`config.mk`:
```
export PLATFORM = sky130hd
export DESIGN_NAME = ram_port_arbiter
export DESIGN_NICKNAME = d
export VERILOG_FILES = /design/src/rtl/ram_port_arbiter.sv
export SDC_FILE = /design/constraint.sdc
export NUM_CORES = 1
export LEC_CHECK = 0
export CORE_AREA = 2 2 96 98
export CTS_CLUSTER_DIAMETER = 100
export DETAILED_ROUTE_END_ITERATION = 10
export DIE_AREA = 0 0 98 100
export MAX_ROUTING_LAYER = met4
export PLACE_DENSITY = 0.65
export SLEW_MARGIN = 0
export SYNTH_ARGS = -nofsm -noshare
export SYNTH_HDL_FRONTEND = slang
export SYNTH_SLANG_ARGS = --single-unit
export TNS_END_PERCENT = 1
```
`constraint.sdc`:
```
create_clock -name clk -period 3 [get_ports clk]
set_clock_uncertainty 0.2 [all_clocks]
set_input_delay 0.9 -clock clk [delete_from_list [all_inputs] [get_ports clk]]
set_output_delay 0.9 -clock clk [all_outputs]
set_load 0.03 [all_outputs]
```
`src/rtl/ram_port_arbiter.sv`:
```
// ram_port_arbiter: round-robin sharing of one ram32 port between two clients,
// with burst locking bounded to MAX_LOCK beats while the other side waits.
module ram_port_arbiter #(
    parameter int ADDR_W   = 20,
    parameter int DATA_W   = 32,
    parameter int MAX_LOCK = 8
) (
    input  logic              clk,
    input  logic              rst,
    input  logic              req0,
    input  logic              req1,
    input  logic              lock0,
    input  logic              lock1,
    input  logic              we0,
    input  logic              we1,
    input  logic [3:0]        be0,
    input  logic [3:0]        be1,
    input  logic [ADDR_W-1:0] addr0,
    input  logic [ADDR_W-1:0] addr1,
    input  logic [DATA_W-1:0] wdata0,
    input  logic [DATA_W-1:0] wdata1,
    output logic              gnt0,
    output logic              gnt1,
    output logic              rvalid0,
    output logic              rvalid1,
    output logic [DATA_W-1:0] rdata,
    output logic              WE,
    output logic [3:0]        BE,
    output logic [ADDR_W-1:0] ram_addr,
    output logic [DATA_W-1:0] ram_data_w,
    input  logic [DATA_W-1:0] ram_data_r
);
    localparam int CW = $clog2(MAX_LOCK + 1);
    localparam logic [CW:0]   MAX_W = (CW + 1)'(MAX_LOCK);
    localparam logic [CW-1:0] MAX_C = CW'(MAX_LOCK);

    typedef enum logic [1:0] {IDLE, OWN0, OWN1} state_t;

    state_t        state, state_n;
    logic          last, last_n;
    logic [CW-1:0] cnt, cnt_n;
    logic [CW:0]   inc;
    logic          acc0, acc1, req_o, lock_o, req_x, at_max, rel;

    assign gnt0   = state == OWN0;
    assign gnt1   = state == OWN1;
    assign acc0   = gnt0 && req0;
    assign acc1   = gnt1 && req1;
    assign req_o  = gnt0 ? req0 : req1;
    assign lock_o = gnt0 ? lock0 : lock1;
    assign req_x  = gnt0 ? req1 : req0;
    assign inc    = {1'b0, cnt} + (CW + 1)'(1);
    assign at_max = inc >= MAX_W;
    // a held lock only yields once the bound is hit and someone is waiting
    assign rel    = !req_o || !lock_o || (at_max && req_x);

    always_comb begin
        state_n = state;
        last_n  = last;
        cnt_n   = cnt;
        if (!(gnt0 || gnt1)) begin
            state_n = (req0 && req1) ? (last ? OWN0 : OWN1) :
                      req0 ? OWN0 : req1 ? OWN1 : IDLE;
            cnt_n   = '0;
        end else if (rel) begin
            state_n = req_x ? (gnt0 ? OWN1 : OWN0) : IDLE;
            last_n  = gnt1;
            cnt_n   = '0;
        end else begin
            cnt_n   = at_max ? MAX_C : inc[CW-1:0];
        end
    end

    always_ff @(posedge clk or posedge rst) begin
        if (rst) begin
            state   <= IDLE;
            last    <= 1'b1;
            cnt     <= '0;
            rvalid0 <= 1'b0;
            rvalid1 <= 1'b0;
        end else begin
            state   <= state_n;
            last    <= last_n;
            cnt     <= cnt_n;
            rvalid0 <= acc0 && !we0;
            rvalid1 <= acc1 && !we1;
        end
    end

    assign WE         = acc0 ? we0 : (acc1 && we1);
    assign BE         = (acc0 && we0) ? be0 : (acc1 && we1) ? be1 : 4'b0;
    assign ram_addr   = acc0 ? addr0 : acc1 ? addr1 : '0;
    assign ram_data_w = acc0 ? wdata0 : acc1 ? wdata1 : '0;
    assign rdata      = ram_data_r;
endmodule
```
==> results of run 1 <==
## cells in the mapped netlist (all sizes together) (4+ instances only)
master | count | area, µm²
nand3 | 4 | 25.0
a22o | 56 | 490
dfrtp | 8 | 200
clkbuf | 4 | 15.0
inv | 6 | 22.5
buf | 40 | 278
ha | 4 | 50.1
## worst paths after layout
kind	from	end
setup / recovery	req0	ram_addr[6]
hold / removal	cnt[3]$_DFF_PP0_	cnt[0]$_DFF_PP0_
setup reg to reg	cnt[0]$_DFF_PP0_	cnt[0]$_DFF_PP0_
hold reg to reg	cnt[3]$_DFF_PP0_	cnt[0]$_DFF_PP0_
max in group asynchronous	rst	last$_DFFE_PP1P_
min in group asynchronous	rst	rvalid1$_DFF_PP0_
## power by group through the flow
stage               clock network (mW)  registers, mW  logic (mW)
finish                           0.138          0.175        1.71
global route                     0.148          0.179        1.80
CTS                              0.143          0.175        1.69
detailed placement                   0          0.177        1.46
global placement                     0          0.174        1.45
floorplan                            0          0.178       0.896
## kinds of logic after synthesis
| kind of cell | count (synthesis) | synth area share (%) |
|---|---|---|
| AOI/OAI and AO/OA | 68 | 44.7 |
| buffers and inverters | 50 | 23.6 |
| muxes | 4 | 3.46 |
| adders and majority gates | 4 | 3.74 |
| DFF | 9 | 16.9 |
| and+or+nand+nor | 17 | 7.58 |
## state kept, by name (all words and copies together) (netlist names)
signal and count:
last 1, cnt 4, rvalid1 1, rvalid0 1
state 2
## cell type report
type / instances / area [µm²]
multi-input cells: 93 / 846
flip-flops and latches: 9 / 226
clock buffers: 4 / 45.0
inverters: 6 / 22.5
well taps: 111 / 139
fillers: 885 / 5480
repair buffers: 200 / 2140
## what timing repair did
item                                   CTS  global route
setup endpoints to repair               57            36
endpoints found under the hold margin    0             0
pin swaps                               12             3
buffers inserted                         5             0
cloned                                   4             0
resized for setup                       51            15
## metal layers
| layer | wire [µm] | up-vias |
|---|---|---|
| met5 | 0 | - |
| met4 | 237 | 0 |
| met2 | 3500 | 103 |
| li1 | - | 877 |
| met1 | 3090 | 862 |
| met3 | 612 | 36 |
==> results.cfg, run 1 <==
[outcome]
status = finished, final reports clean

[worst_setup_path]
crit_chain = buf_6 -> and2_4 -> nor2_4 -> buf_6 -> buf_12 -> a22o_1 -> buf_6
arrival_ns = 1.88
cpMostUsedCell = buf_6
required_ns = 1.90
crit_family = buffers and inverters
cpPeakStageDelay_ns = 0.18
cp_slowest_cell = a22o_1
r2r_slack_ns = 0.87
r2r_cells = 6
cp-start-kind = input pin
critical_path_buf_inv_count = 4
path_depth = 7
cp_max_fo = 7
endpoint_kind = output port
path_class = input pin to output port

[synthesis]
syn_nets = 308
seq_area_frac_synth_pct = 16.9
ys_types = 32
synth_enable_flop_cells = 0
syn-cell-area_um2 = 1340
synthFlopType = dfrtp_1
synth-warning-count = 0
postSynthCellCount = 152
ys_ff_latch = 9
synth.avg_cell_area_um2 = 8.80
async_flop_share_pct = 100

[sta]
hold_viol = 0
min_period_ns = 2.98
fmax_mhz = 336
worst_pin_slew_ns = 0.361
final_max_slew_viol_count = 0
maxSlewHeadroom_pct = 75.9
whs_ns = 0.303
rsz0062_at_grt = true
setup-tns-final_ns = 0
fin_crit_sh_pct = 99.3
setup_ws_ns = 0.0212
setup_viol = 0

[power]
powerDensity_nw_per_um2 = 593
p_comb_share_pct = 84.5
p_switching_uw = 917
pwr-share-seq_pct = 8.6
sw_frac_of_total_pct = 45.3
clkPwrFrac_pct = 6.8
p_leak_nw = 1.49
p_int_mw = 1.11
ir_drop_mv = 0.219
total_power_mw = 2.02

[global_route]
antenna_found_initial = 0
grt_max_degree = 29
grt_usage_pct = 14.7
grt-busiest-layer = met2
grt_pass1_wl_um = 11100
use_met3_pct = 3.27
grt_pass1_vias = 1947
use_met1_pct = 18.4
met2_usage_pct = 23.5
gr-total-overflow = 0

[drt]
routed_wl_um = 7440
wl_per_cell_um = 17.6
drt-initial-drc-count = 19
vias = 1878
via_per_inst = 4.44
ant_nets = 0
drtPass1Iterations = 4
drc_errors = 0

[clock_tree]
clk_pin_slew_ns = 0.04
tritoncts = yes
clkSinkCount = 9
root_buffer = clkbuf_8
numCtsBuffers = 3
htree_levels = 1
clkLatencyLatePin_ns = 0.23
ctsHoldBuffers = 0
cts_buffer_depth = 2

[placement]
dp.cells = 410
hpwl_um = 5560
post_dp_cell_area_um2 = 3020
place_congestion = 0.824
place_ws_ns = -0.381
portBuffers = 180

[hold_path]
min_path_type = register to register
worstHoldPathCells = 1

[layout]
n_antenna_cell = 0
stdcell_area_um2 = 3410
final_common_cell = clkdlybuf4s50_1
drive_gt1_share_pct = 31.7
final_core_util_pct = 38.4
area_delta_synth_final_pct = 155
layout.cells.non_filler = 423
layout.nets = 469
final_cell_mix = clkdlybuf4s50_1 (119), a22o_1 (52), buf_6 (36)

[die]
initial_core_util_pct = 15.0
fp.dieW_um = 98
die_h_um = 100
fp-row-count = 35
core_area_um2 = 8890
dieArea_um2 = 9800
top_level_ports = 245

[job]
drv_cap = 0
No activity file was read; power rests on OpenSTA's default activity.
==> run 2, diff against run 1 <==
CORE_AREA = not set   (was 2 2 96 98)
CORE_ASPECT_RATIO = 1.75   (was not set)
CORE_MARGIN = 8   (was not set)
CORE_UTILIZATION = 21   (was not set)
DIE_AREA = not set   (was 0 0 98 100)
PLACE_DENSITY = 0.84   (was 0.65)
==> run 2 against run 1 <==
Die area shrank 5.3%. Via count grew 2.4%. Power grew 6.0%. Sequential share of layout area shrank 0.16 points. Final area grew 2.4%. The run now ends with negative setup slack left. First-iteration DRC count grew to 2.8 times the previous value. Cell count shrank 6.4%. Largest cell class unchanged. Wire length grew 16%. Register-to-register slack lost 0.02 ns.
==> results.cfg, run 2 (same netlist as run 1, synthesis figures left out) <==
[drt]
routed_wl_um = 8600
drtPass1Iterations = 4
drc_errors = 0
ant_nets = 0
via_per_inst = 4.86
drt-initial-drc-count = 53
vias = 1923
wl_per_cell_um = 21.7

[placement]
place_congestion = 0.790
post_dp_cell_area_um2 = 2920
place_ws_ns = -0.427
portBuffers = 180
dp.cells = 377
hpwl_um = 6330

[clock_tree]
root_buffer = clkbuf_8
numCtsBuffers = 3
cts_buffer_depth = 2
clk_pin_slew_ns = 0.05
ctsHoldBuffers = 0
clkSinkCount = 9
tritoncts = yes
clkLatencyLatePin_ns = 0.23
htree_levels = 1

[worst_setup_path]
arrival_ns = 1.95
r2r_cells = 6
critPathLaunch = req0
cp-start-kind = input pin
rr_startpoint = cnt[0]$_DFF_PP0_
required_ns = 1.90
r2r_slack_ns = 0.85
cp_max_fo = 5
path_class = input pin to output port
endpoint_kind = output port
rr_endpoint = state[1]$_DFFE_PP0P_
endpoint = ram_addr[3]

[outcome]
violations = negative setup slack
status = finished with violations

[sta]
fin_crit_sh_pct = 102
whs_ns = 0.319
final_max_slew_viol_count = 0
setup_viol = 51
maxSlewHeadroom_pct = 78.0
rsz0062_at_grt = true
worst_pin_slew_ns = 0.329
setup_ws_ns = -0.0477
fmax_mhz = 328
hold_viol = 0
min_period_ns = 3.05

[global_route]
antenna_found_initial = 0
grt_pass1_vias = 2244
grt_max_degree = 56
grt_usage_pct = 17.7
grt_pass1_wl_um = 12600
gr-total-overflow = 0

[layout]
regMostFlops = cnt
largest_reg_flops = 4
layout.nets = 473
drive_gt1_share_pct = 32.0
layout.cells.non_filler = 396
n_antenna_cell = 0
area_delta_synth_final_pct = 161
stdcell_area_um2 = 3500
reg_top3 = cnt (4), state (2)
final_cell_mix = clkdlybuf4s50_1 (119), buf_6 (57), a22o_1 (54)
final_common_cell = clkdlybuf4s50_1

[power]
ir_drop_mv = 0.297
pwr-share-seq_pct = 8.5
powerDensity_nw_per_um2 = 613
p_switching_uw = 970
clkPwrFrac_pct = 6.6
p_leak_nw = 1.53
p_comb_share_pct = 85.0
sw_frac_of_total_pct = 45.2
p_int_mw = 1.17

[die]
die_h_um = 122
dieArea_um2 = 9280
fp-row-count = 38
initial_core_util_pct = 21.6
fp.dieW_um = 76.3
top_level_ports = 245
core_area_um2 = 6180

[hold_path]
min_path_type = register to register

[job]
drv_cap = 0
[run 2: area by class of cell]
class | instances | area, µm²
clock buffer | 4 | 45.0
fill | 553 | 2680
inverter | 6 | 22.5
multi-input combinational | 93 | 846
sequential | 9 | 226
tap | 80 | 100
timing repair buffer | 204 | 2260
[run 2: power groups by stage]
stage	Sequential (mW)	Combinational (mW)	Clock, mW
floorplan	0.178	0.896	0
global placement	0.175	1.41	0
detailed placement	0.178	1.43	0
CTS	0.176	1.81	0.145
global route	0.186	1.91	0.151
finish	0.182	1.82	0.141
[run 2: worst min path at each step]
stage                startpoint          endpoint  cells after the start
5_1_grt        cnt[3]$_DFF_PP0_  cnt[0]$_DFF_PP0_                      1
3_3_place_gp   cnt[3]$_DFF_PP0_  cnt[0]$_DFF_PP0_                      1
3_5_place_dp   cnt[3]$_DFF_PP0_  cnt[0]$_DFF_PP0_                      1
4_1_cts        cnt[3]$_DFF_PP0_  cnt[0]$_DFF_PP0_                      1
2_1_floorplan  cnt[3]$_DFF_PP0_  cnt[0]$_DFF_PP0_                      1
6_report       cnt[3]$_DFF_PP0_  cnt[0]$_DFF_PP0_                      1
[run 2: repair_timing]
| action | in CTS | in global routing |
|---|---|---|
| pin swaps | 13 | 7 |
| buffers inserted | 8 | 0 |
| cloned | 7 | 0 |
| gates resized for setup | 87 | 6 |
| setup endpoints to repair | 57 | 56 |
[run 2: critical path, cell delays in order]
cell and delay [ns]:
buf_8 0.10, and2_4 0.15, nor2_4 0.13, buf_6 0.13, buf_6 0.12, buf_16 0.12
a22o_1 0.16, buf_6 0.14
[run 2: stage by stage]
stage | setup TNS (ns) | power [mW] | utilization [%]
after floorplan | -1.09 | 1.07 | -
after global placement | -21.17 | 1.59 | 47.2
after detailed placement | -21.62 | 1.61 | 47.2
after CTS | -0.328 | 2.13 | 56.1
after global routing | -3.63 | 2.25 | 56.6
final | -1.20 | 2.14 | 56.6
[run 2: routing by layer]
metal	track usage (%)	wire length [µm]	vias to the layer above
met3	3.24	523	42
met2	33.6	4830	113
met1	16.9	2910	881
li1	-	-	887
met5	-	0	-
met4	8.23	342	0
